===== src/rtl/serial_subtractor_if.sv =====
// Operand/result handshake bundle for the bit-serial subtractor.
// master = producer/consumer side, slave = the subtractor.
interface serial_subtractor_if #(parameter int WIDTH = 4);
  logic             in_valid;
  logic             in_ready;
  logic [WIDTH-1:0] A;
  logic [WIDTH-1:0] B;
  logic             Bin;
  logic             out_valid;
  logic             out_ready;
  logic [WIDTH-1:0] D;
  logic             Bout;
  logic             busy;

  modport master (
    output in_valid, A, B, Bin, out_ready,
    input  in_ready, out_valid, D, Bout, busy
  );

  modport slave (
    input  in_valid, A, B, Bin, out_ready,
    output in_ready, out_valid, D, Bout, busy
  );
endinterface


===== src/rtl/serial_subtractor.sv =====
// Bit-serial two's-complement subtractor: D = A - B - Bin, one full-subtractor
// cell, one bit per clock LSB first, valid/ready on both sides.
module serial_subtractor #(
  parameter int WIDTH = 4
) (
  input logic                 clk,
  input logic                 rst,
  serial_subtractor_if.slave  bus
);
  localparam int CW = $clog2(WIDTH) + 1;

  typedef enum logic [1:0] {IDLE, RUN, DONE} state_t;

  state_t           state;
  logic [WIDTH-1:0] a_sh, b_sh, d_sh, d_q;
  logic [CW-1:0]    cnt;
  logic             br, bout_q, ov_q, busy_q, rdy_q;
  logic             a, b, diff, br_nx;

  always_comb begin
    a     = a_sh[0];
    b     = b_sh[0];
    diff  = a ^ b ^ br;
    br_nx = (~a & b) | (~(a ^ b) & br);
  end

  always_ff @(posedge clk) begin
    if (rst) begin
      state  <= IDLE;
      a_sh   <= '0;
      b_sh   <= '0;
      d_sh   <= '0;
      d_q    <= '0;
      cnt    <= '0;
      br     <= 1'b0;
      bout_q <= 1'b0;
      ov_q   <= 1'b0;
      busy_q <= 1'b0;
      rdy_q  <= 1'b1;
    end else begin
      unique case (state)
        IDLE: if (bus.in_valid) begin
          a_sh   <= bus.A;
          b_sh   <= bus.B;
          br     <= bus.Bin;
          d_sh   <= '0;
          cnt    <= '0;
          busy_q <= 1'b1;
          rdy_q  <= 1'b0;
          state  <= RUN;
        end
        RUN: begin
          a_sh <= a_sh >> 1;
          b_sh <= b_sh >> 1;
          br   <= br_nx;
          d_sh <= {diff, d_sh[WIDTH-1:1]};
          cnt  <= cnt + 1'b1;
          // Result register is loaded only here so it survives the next accept.
          if (cnt == CW'(WIDTH - 1)) begin
            d_q    <= {diff, d_sh[WIDTH-1:1]};
            bout_q <= br_nx;
            ov_q   <= 1'b1;
            state  <= DONE;
          end
        end
        DONE: if (bus.out_ready) begin
          ov_q   <= 1'b0;
          busy_q <= 1'b0;
          rdy_q  <= 1'b1;
          state  <= IDLE;
        end
        default: state <= IDLE;
      endcase
    end
  end

  assign bus.in_ready  = rdy_q & ~rst;
  assign bus.out_valid = ov_q;
  assign bus.D         = d_q;
  assign bus.Bout      = bout_q;
  assign bus.busy      = busy_q;

endmodule


===== src/flat_wrapper.sv =====
// flat-port wrapper written by rule: the top's interface ports become plain ports
module serial_subtractor_flat 
#(
  parameter int WIDTH = 4
)
  (clk, rst, bus_in_valid, bus_A, bus_B, bus_Bin, bus_out_ready, bus_in_ready, bus_out_valid, bus_D, bus_Bout, bus_busy);
  serial_subtractor_if #(.WIDTH(WIDTH)) bus_i ();
  input logic clk;
  input logic rst;
  input wire logic [$bits(bus_i.in_valid)-1:0] bus_in_valid;
  input wire logic [$bits(bus_i.A)-1:0] bus_A;
  input wire logic [$bits(bus_i.B)-1:0] bus_B;
  input wire logic [$bits(bus_i.Bin)-1:0] bus_Bin;
  input wire logic [$bits(bus_i.out_ready)-1:0] bus_out_ready;
  output wire logic [$bits(bus_i.in_ready)-1:0] bus_in_ready;
  output wire logic [$bits(bus_i.out_valid)-1:0] bus_out_valid;
  output wire logic [$bits(bus_i.D)-1:0] bus_D;
  output wire logic [$bits(bus_i.Bout)-1:0] bus_Bout;
  output wire logic [$bits(bus_i.busy)-1:0] bus_busy;
  assign bus_i.in_valid = bus_in_valid;
  assign bus_i.A = bus_A;
  assign bus_i.B = bus_B;
  assign bus_i.Bin = bus_Bin;
  assign bus_i.out_ready = bus_out_ready;
  assign bus_in_ready = bus_i.in_ready;
  assign bus_out_valid = bus_i.out_valid;
  assign bus_D = bus_i.D;
  assign bus_Bout = bus_i.Bout;
  assign bus_busy = bus_i.busy;
  serial_subtractor #(.WIDTH(WIDTH)) u_core (.clk(clk), .rst(rst), .bus(bus_i));
endmodule

===== config.mk =====
export PLATFORM = sky130hd
export DESIGN_NAME = serial_subtractor_flat
export DESIGN_NICKNAME = d
export VERILOG_FILES = /design/src/rtl/serial_subtractor_if.sv /design/src/rtl/serial_subtractor.sv /design/src/flat_wrapper.sv
export SDC_FILE = /design/constraint.sdc
export NUM_CORES = 1
export LEC_CHECK = 0
export CAP_MARGIN = 5
export CORE_MARGIN = 2
export CORE_UTILIZATION = 33
export DETAILED_ROUTE_END_ITERATION = 8
export GPL_ROUTABILITY_DRIVEN = 0
export PLACE_DENSITY = 0.59
export SYNTH_ARGS = -nofsm -noshare
export SYNTH_HDL_FRONTEND = slang
export SYNTH_SLANG_ARGS = --single-unit

===== constraint.sdc =====
create_clock -name clk -period 2.3 [get_ports clk]
set_clock_uncertainty 0.1 [all_clocks]
set_input_delay 0.46 -clock clk [delete_from_list [all_inputs] [get_ports clk]]
set_output_delay 0.46 -clock clk [all_outputs]
set_load 0.02 [all_outputs]

Word level (Yosys, flattened, before mapping)
Index checks and enable logic that the tools add are counted.
Word-level totals
  register bits: 26
  input port bits: 13
  output and inout port bits: 8
Operators by class
  add/subtract/negate cells: 1
  eq/ne operators: 6
  mux-type cells: 22
  bitwise operators: 9
  reduce and logical (&&, ||, !) cells: 9
Operator list (number)
  one-hot mux 4 bit (2 select lines): 3
  two-way mux 4 bit: 3
  AND reduction 3 bit: 3
  one-hot mux 1 bit (2 select lines): 4
  two-way mux 1 bit: 6
  two-way mux 2 bit: 3
  one-hot mux 2 bit (3 select lines): 1
  one-hot mux 3 bit (2 select lines): 1
  nonzero test 2 bit: 3
  inequality test 2 bit, second input constant: 2
  AND reduction 2 bit: 2
  adder 3 x 1 -> 3 bit, second input constant: 1
  AND 1 bit: 3
  == test 3 x 2 -> 1 bit, second input constant: 1
  two-way mux 3 bit: 1
  NOT 1 bit: 3
  == test 2 x 1 -> 1 bit, second input constant: 1
  == test 2 bit, second input constant: 1
  logical NOT 2 bit: 1
  inequality test 2 x 1 -> 1 bit, second input constant: 1
  XOR 1 bit: 2
  OR 1 bit: 1

Depth between registers and ports, before layout
Gate-level depths: netlist of run 1.
  depth after elaboration: 5
  gate-level depth with buffers: 6

Worst setup path after synthesis of run 1
Ideal clock, no wire load.
  path kind: input-to-output
  start point: input rst
  end point: output bus_in_ready
  arrival time: 0.930 ns
  setup slack: 0.810 ns
  stages on the path: 2
  buffers on the path: 1
  cells stage by stage: buf_2 > nor2b_1
Between the ends
  cells in the longest elaborated chain, start to end: 2
RTL lines
  start: declaration: line flat_wrapper.sv:9  | input logic rst;
  NOT 1 bit: line serial_subtractor.sv:77  | assign bus.in_ready = rdy_q & ~rst;
  AND 1 bit: line serial_subtractor.sv:77
  end: declaration: line flat_wrapper.sv:15  | output wire logic [$bits(bus_i.in_ready)-1:0] bus_in_ready;
No other way between the ends.

Worst setup path in the final report of run 1
Ends and elaborated chain as after synthesis.

==> results of run 1 <==
[through the flow]
step	util [%]	power, mW	setup slack, ns
6_report	41.2	0.801	0.141
5_1_grt	41.2	0.853	0.0897
4_1_cts	41.2	0.818	0.131
3_5_place_dp	40.4	0.619	0.138
3_3_place_gp	40.4	0.616	0.152
2_1_floorplan	-	0.578	0.810
[per-layer routing]
| layer | routed length (µm) | share of wire [%] |
|---|---|---|
| met5 | 0 | 0 |
| met4 | 27 | 1.3 |
| met3 | 98 | 4.7 |
| met2 | 971 | 47 |
| met1 | 980 | 47 |
[cell families (layout without fill, tap and decap cells)]
family                   after synthesis  after routing
multiplexers                           7              7
AND/OR/NAND/NOR                       36             36
buffers and inverters                 15             33
flip-flops                            25             25
adder cells (fa/ha/maj)                3              3
AO/OA/AOI/OAI                         31             31
[placed cells by master (no fill, tap or decap)]
cell type         n
o21ba_4           1
mux2i_1           7
o21ai_0           3
a21oi_1           9
clkbuf_4          3
nor2_2            4
nor2b_1           3
ha_1              2
o32ai_1           1
nor4_1            1
or3_1             1
fa_1              1
inv_1             6
nor3_1            1
nand3b_1          1
nor2b_4           1
a211oi_2          4
clkdlybuf4s50_1  20
dfxtp_1          25
nand2_1           5
nand2b_1          2
clkinv_2          1
a22oi_1           5
o21bai_2          1
a32oi_1           2
a311oi_1          1
nand3_1           4
a2111oi_2         1
a211oi_1          3
buf_4             3
nor2_1           13
[critical path, delay by kind of cell]
kind | cells | cell delay [ns]
buf+inv | 2 | 1.02
simple gates | 1 | 0.11
[flip-flops by register name (all words and copies together) (netlist names)]
signal	count
u_core.br	1
u_core.cnt	3
u_core.bus.busy	1
u_core.bus.out_valid	1
u_core.state	2
u_core.a_sh	4
u_core.rdy_q	1
u_core.bus.Bout	1
u_core.d_sh	3
u_core.b_sh	4
u_core.bus.D	4
[area by class of cell]
class | count | area, µm²
inverters | 6 | 22.5
clock inverters | 1 | 5.00
repair buffers | 23 | 223
multi-input cells | 77 | 546
well taps | 46 | 57.6
flip-flops and latches | 25 | 500
clock buffers | 3 | 22.5
fillers | 349 | 1960
[worst paths after layout]
| path | slack, ns | start | endpoint | depth (start not counted) |
|---|---|---|---|---|
| setup reg to reg | 0.70 | u_core.state[0]$_SDFFE_PP0P_ | u_core.br$_SDFFE_PP0P_ | 4 |
| hold reg to reg | 0.37 | u_core.bus.D[2]$_SDFFE_PP0P_ | u_core.bus.D[2]$_SDFFE_PP0P_ | 2 |
| hold / removal | 0.37 | u_core.bus.D[2]$_SDFFE_PP0P_ | u_core.bus.D[2]$_SDFFE_PP0P_ | 2 |
| setup / recovery | 0.14 | rst | bus_in_ready | 3 |
[power by group]
part | total, mW | switching, mW | leakage [nW] | internal (mW)
Combinational | 0.133 | 0.0642 | 0.271 | 0.0690
Sequential | 0.475 | 0.0181 | 0.205 | 0.457
Clock | 0.193 | 0.128 | 0.0177 | 0.0651
==> impl_metrics.yaml, run 1 <==
global_route:
  grt_util_met3_pct: 2.70
  busiest_metal_layer_after_global_routing: "met2"
  first_global_vias: 768
  grt_util_met2_pct: 17.7
  use_met1_pct: 13.9
  groute.usage.overall_pct: 11.1
  antenna_found_initial: 0
  pin_count_of_the_biggest_net_entering_global_routing: 28
  grt_pass1_wl_um: 3470
  grt.overflow.total: 0
yosys:
  post_synth_mux_area_share_pct: 6.13
  dominantRegCellSynth: "dfxtp_1"
  synth-compound-area-share_pct: 21.7
  synth_top_cell_area_share_pct: 43.8
  synthXorXnorAreaFrac_pct: 0
  synth_simple_gate_area_share_pct: 16.0
  syn-num-nets: 133
  mappedNetlistArea_mm2: 0.00114
  yosysWarnings: 0
  most_instantiated_library_cell_after_synthesis: "dfxtp_1"
  synthDistinctLibCells: 32
  yosys-top-cells-area: "dfxtp_1 (44%), mux2i_1 (6.1%), a211oi_2 (4.4%), nor2_1 (4.3%), a21oi_1 (3.9%)"
  post_synth.cell_area_avg_um2: 9.76
  syn-instance-count: 117
  synthAdderAreaFrac_pct: 3.94
  post_synth_top_cells: "dfxtp_1 (25), nor2_1 (13), a21oi_1 (9)"
  synth_top_area_cell: "dfxtp_1"
  yosys_register_bits: 25
  postSynth.asyncResetShare_pct: 0
  synth_top_family_by_area: "compound AO/OA/AOI/OAI gates"
  edff_count_synth: 0
  synth.yosys.seq_area_share_pct: 43.8
setup_path:
  worstPathMaxFanout: 2
  crit_top_cell: "clkdlybuf4s50_1"
  worst_path_largest_cell_delay_ns: 0.60
  crit_arrival_ns: 1.60
  critPathSlowestCell: "clkdlybuf4s50_1"
  worst_setup_path_start_kind: "input port"
  path_cells: "clkdlybuf4s50_1 -> nor2b_1 -> clkdlybuf4s50_1"
  worst_setup_path_end_kind: "primary output"
  critical_path_class: "input port to primary output"
  cp.required_ns: 1.74
run:
  max_cap_violations: 0
die:
  die_width_um: 62.8
  die_area_mm2: 0.00395
  core_area_mm2: 0.00334
  pin_count: 21
  die_height_um: 62.8
  floorplan.rows: 21
  initial_standard_cell_utilization_of_the_core_pct: 34.2
timing:
  timing.max_slew.rel_slack_pct: 73.8
  finalHoldViolations: 0
  unrepaired_setup_endpoints_after_global_routing: "no"
  fin_worst_hold_slack_ns: 0.370
  setup_tns_ns: 0
  timing.final.crit_share_pct: 93.9
  tightest_slew_ns: 0.392
  period_needed_ns: 2.16
  setup_failing_eps_final: 0
  timing.final.max_slew_violations: 0
  fmaxAchievable_mhz: 463
final_layout:
  area_growth_syn_to_layout_pct: 20.5
  layout.cells.non_filler: 181
  post-route-cell-area_mm2: 0.00138
  layout_cell_share_with_drive_strength_beyond_1_pct: 14.1
  antennaDiodeCount: 0
  final_net_count: 152
route:
  detail_route.vias_per_cell: 4.80
  drt_first_pass_iters: 4
  drt_iter0_markers: 24
  routed_wirelength_um: 2080
  antenna_left: 0
  num_vias: 869
  remaining_drc_errors: 0
  wl_per_cell_um: 11.5
pwr:
  largest_vdd_supply_drop_v: 0.000240
  static-leakage-power_nw: 0.494
  pwr_per_cell_area_mw_per_mm2: 582
clock_tree:
  cts_inserted_buffers: 3
  htree_num_levels: 1
  cts_resized: 0
  clock_sink_count: 25
  cts.reportedPaths.clkPinSlew_ns: 0.13
  insertion_delay_ns: 0.31
  clk_path_buf_depth: 2
  postCtsSetupRepairBufs: 0
  cts-hold-fix-buffers: 0
  cts_tree: "yes"
  cts.root.buffer_cell: "clkbuf_4"
min_path:
  timing.hold.worst.class: "flip-flop to flip-flop"
place:
  placement.io_buffers: 20
  place_inst: 177
  placedInstanceArea_mm2: 0.00135
  dp_hpwl_um: 1470
status:
  outcome: "complete, no violations"
Note: power is estimated with default switching activity, not from simulation.
==> run 2, diff against run 1 <==
Settings changed: ABC_AREA set to 1, CORE_UTILIZATION 33 to 53, PLACE_DENSITY 0.59 to 0.85, SETUP_SLACK_MARGIN set to 0.3.
==> impl_metrics.yaml, run 2 <==
setup_path:
  worst_setup_path_end_kind: "primary output"
  worst-r2r-setup-slack_ns: 0.93
  worst_setup_path_start_kind: "input port"
  critical_path_class: "input port to primary output"
  timing.rr.start: "u_core.cnt[0]$_SDFFE_PP0P_"
  worst_setup_path_startpoint: "rst"
  critPathSlowestCell: "clkdlybuf4s50_1"
  path_cells: "clkdlybuf4s50_1 -> nor2_1 -> dlygate4sd2_1"
  worst_path_largest_cell_delay_ns: 0.44
  cp.required_ns: 1.74
  reg2reg_to: "u_core.bus.D[2]$_SDFFE_PP0P_"
  r2r.worst_path.cells: 6
  crit_arrival_ns: 1.35
  worstPathMaxFanout: 2
clock_tree:
  cts-hold-fix-buffers: 0
  cts_tree: "yes"
  htree_num_levels: 1
  insertion_delay_ns: 0.31
  cts.root.buffer_cell: "clkbuf_4"
  clock_sink_count: 25
  cts.reportedPaths.clkPinSlew_ns: 0.12
  cts_inserted_buffers: 3
  clk_path_buf_depth: 2
yosys:
  synth_top_area_cell: "dfxtp_1"
  postSynth.asyncResetShare_pct: 0
  syn-instance-count: 155
  synth_top_cell_area_share_pct: 45.5
  mappedNetlistArea_mm2: 0.00110
  dominantRegCellSynth: "dfxtp_1"
  yosys-top-cells-area: "dfxtp_1 (45%), nand2_1 (17%), nor2_1 (6.1%), inv_1 (5.8%), a21oi_1 (5.5%)"
  most_instantiated_library_cell_after_synthesis: "nand2_1"
  post_synth.cell_area_avg_um2: 7.10
  synthDistinctLibCells: 21
  post_synth_top_cells: "nand2_1 (51), dfxtp_1 (25), nor2_1 (18)"
  yosysWarnings: 0
  edff_count_synth: 0
  syn-num-nets: 171
  synth.yosys.seq_area_share_pct: 45.5
  yosys_register_bits: 25
final_layout:
  seqCellArea_um2: 500
  most-common-layout-cells: "nand2_1 (51), dfxtp_1 (25), clkdlybuf4s50_1 (19), nor2_1 (18), inv_1 (17)"
  most_frequent_standard_cell_in_the_layout_excluding_fill_and_tap_cells: "nand2_1"
  area_growth_syn_to_layout_pct: 21.2
  antennaDiodeCount: 0
  final_net_count: 192
  multi_input_comb_area_um2: 489
  layout_cell_share_with_drive_strength_beyond_1_pct: 8.57
  fill_cells: 192
  layout.cells.non_filler: 202
timing:
  fin_worst_hold_slack_ns: 0.372
  setup_tns_ns: 0
  timing.max_slew.rel_slack_pct: 74.5
  period_needed_ns: 1.91
  timing.final.crit_share_pct: 83.2
  finalHoldViolations: 0
  timing.final.max_slew_violations: 0
  unrepaired_setup_endpoints_after_global_routing: "no"
  fmaxAchievable_mhz: 523
  tightest_slew_ns: 0.382
  setup_failing_eps_final: 0
pwr:
  power_switching_share_pct: 26.5
  static-leakage-power_nw: 0.587
  pwr_per_cell_area_mw_per_mm2: 592
  largest_vdd_supply_drop_v: 0.000437
  report.power.total_mw: 0.790
  clock_power_share_pct: 24.0
  net-switching-power_mw: 0.210
  comb_power_share_pct: 17.0
  power.share.sequential_pct: 59.0
  power_report.internal_total_mw: 0.581
min_path:
  hold_depth: 2
  min_to: "u_core.bus.D[3]$_SDFFE_PP0P_"
  timing.hold.worst.class: "flip-flop to flip-flop"
  worst_hold_startpoint: "u_core.bus.D[3]$_SDFFE_PP0P_"
route:
  drt_first_pass_iters: 4
  wl_per_cell_um: 10.5
  detail_route.vias_per_cell: 4.79
  drt_iter0_markers: 21
  remaining_drc_errors: 0
  num_vias: 968
  routed_wirelength_um: 2130
  antenna_left: 0
die:
  core_area_mm2: 0.00196
  pin_count: 21
  die_area_mm2: 0.00246
  initial_standard_cell_utilization_of_the_core_pct: 56.1
  die_width_um: 49.6
  floorplan.rows: 16
  die_height_um: 49.6
place:
  dp_hpwl_um: 1590
  placement.io_buffers: 20
  place_inst: 198
run:
  max_cap_violations: 0
global_route:
  groute.usage.overall_pct: 18.8
  first_global_vias: 837
  pin_count_of_the_biggest_net_entering_global_routing: 22
  antenna_found_initial: 0
  grt.overflow.total: 0
  grt_pass1_wl_um: 3570
status:
  outcome: "complete, no violations"
-- run 2: cell types whose count changed after synthesis, moves of 3 or more --
cell	previous run	this run
a22oi_1	5	0
o21ai_1	0	7
a211oi_2	4	0
mux2i_1	7	0
nor2b_1	3	0
nand2_1	5	51
nor2_1	13	18
a211oi_1	3	0
o21ai_0	3	0
inv_1	6	17
a21oi_1	9	12
-- run 2: critical path, delay by kind of cell --
| kind | cells | cell delay, ns |
|---|---|---|
| buffers and inverters | 2 | 0.78 |
| AND/OR/NAND/NOR | 1 | 0.11 |
-- run 2: layer usage --
metal	up-vias	track usage [%]	routed length, µm
met4	0	5.56	15
li1	512	-	-
met1	437	24.0	993
met2	17	32.4	1060
met3	2	3.03	60
met5	-	0	0
-- run 2: kinds of logic after synthesis --
logic type / count (synthesis) / share of synthesized area, %
buffers and inverters: 25 / 10.1
AND/OR/NAND/NOR: 81 / 30.3
adder cells (fa/ha/maj): 3 / 4.09
AO/OA/AOI/OAI: 21 / 10.0
flip-flops: 25 / 45.5
-- run 2: worst max path at each step --
stage / to / slack, ns / cells past startpoint
4_1_cts: bus_in_ready / 0.38 / 3
2_1_floorplan: bus_in_ready / 0.64 / 3
6_report: bus_in_ready / 0.39 / 3
3_5_place_dp: bus_in_ready / 0.1 / 3
3_3_place_gp: bus_in_ready / 0.13 / 3
5_1_grt: bus_in_ready / 0.36 / 3
-- run 2: stage by stage --
step	utilization [%]	setup slack [ns]	area, µm²
floorplan	-	0.644	1100
global placement	66.8	0.130	1310
detailed placement	66.8	0.0973	1310
CTS	68.0	0.376	1340
global route	68.0	0.364	1340
finish	68.0	0.386	1340
-- run 2: power by group through the flow --
stage / Sequential (mW) / Clock, mW / Combinational, mW
3_5_place_dp: 0.476 / 0 / 0.135
6_report: 0.466 / 0.190 / 0.134
5_1_grt: 0.468 / 0.212 / 0.152
2_1_floorplan: 0.476 / 0 / 0.0904
3_3_place_gp: 0.475 / 0 / 0.131
4_1_cts: 0.466 / 0.193 / 0.135
-- run 2: final cells by class --
cell class / instances / area share (%)
Clock buffer: 4 / 1.97
Multi-Input combinational cell: 105 / 36.6
Inverter: 19 / 5.34
Timing Repair Buffer: 22 / 16.0
Tap cell: 27 / 2.53
Sequential cell: 25 / 37.5
-- run 2: repair_timing --
action,4_1_cts,5_1_grt
buffers inserted,0,0
endpoints found under the setup margin,1,0
gates resized for setup,1,0
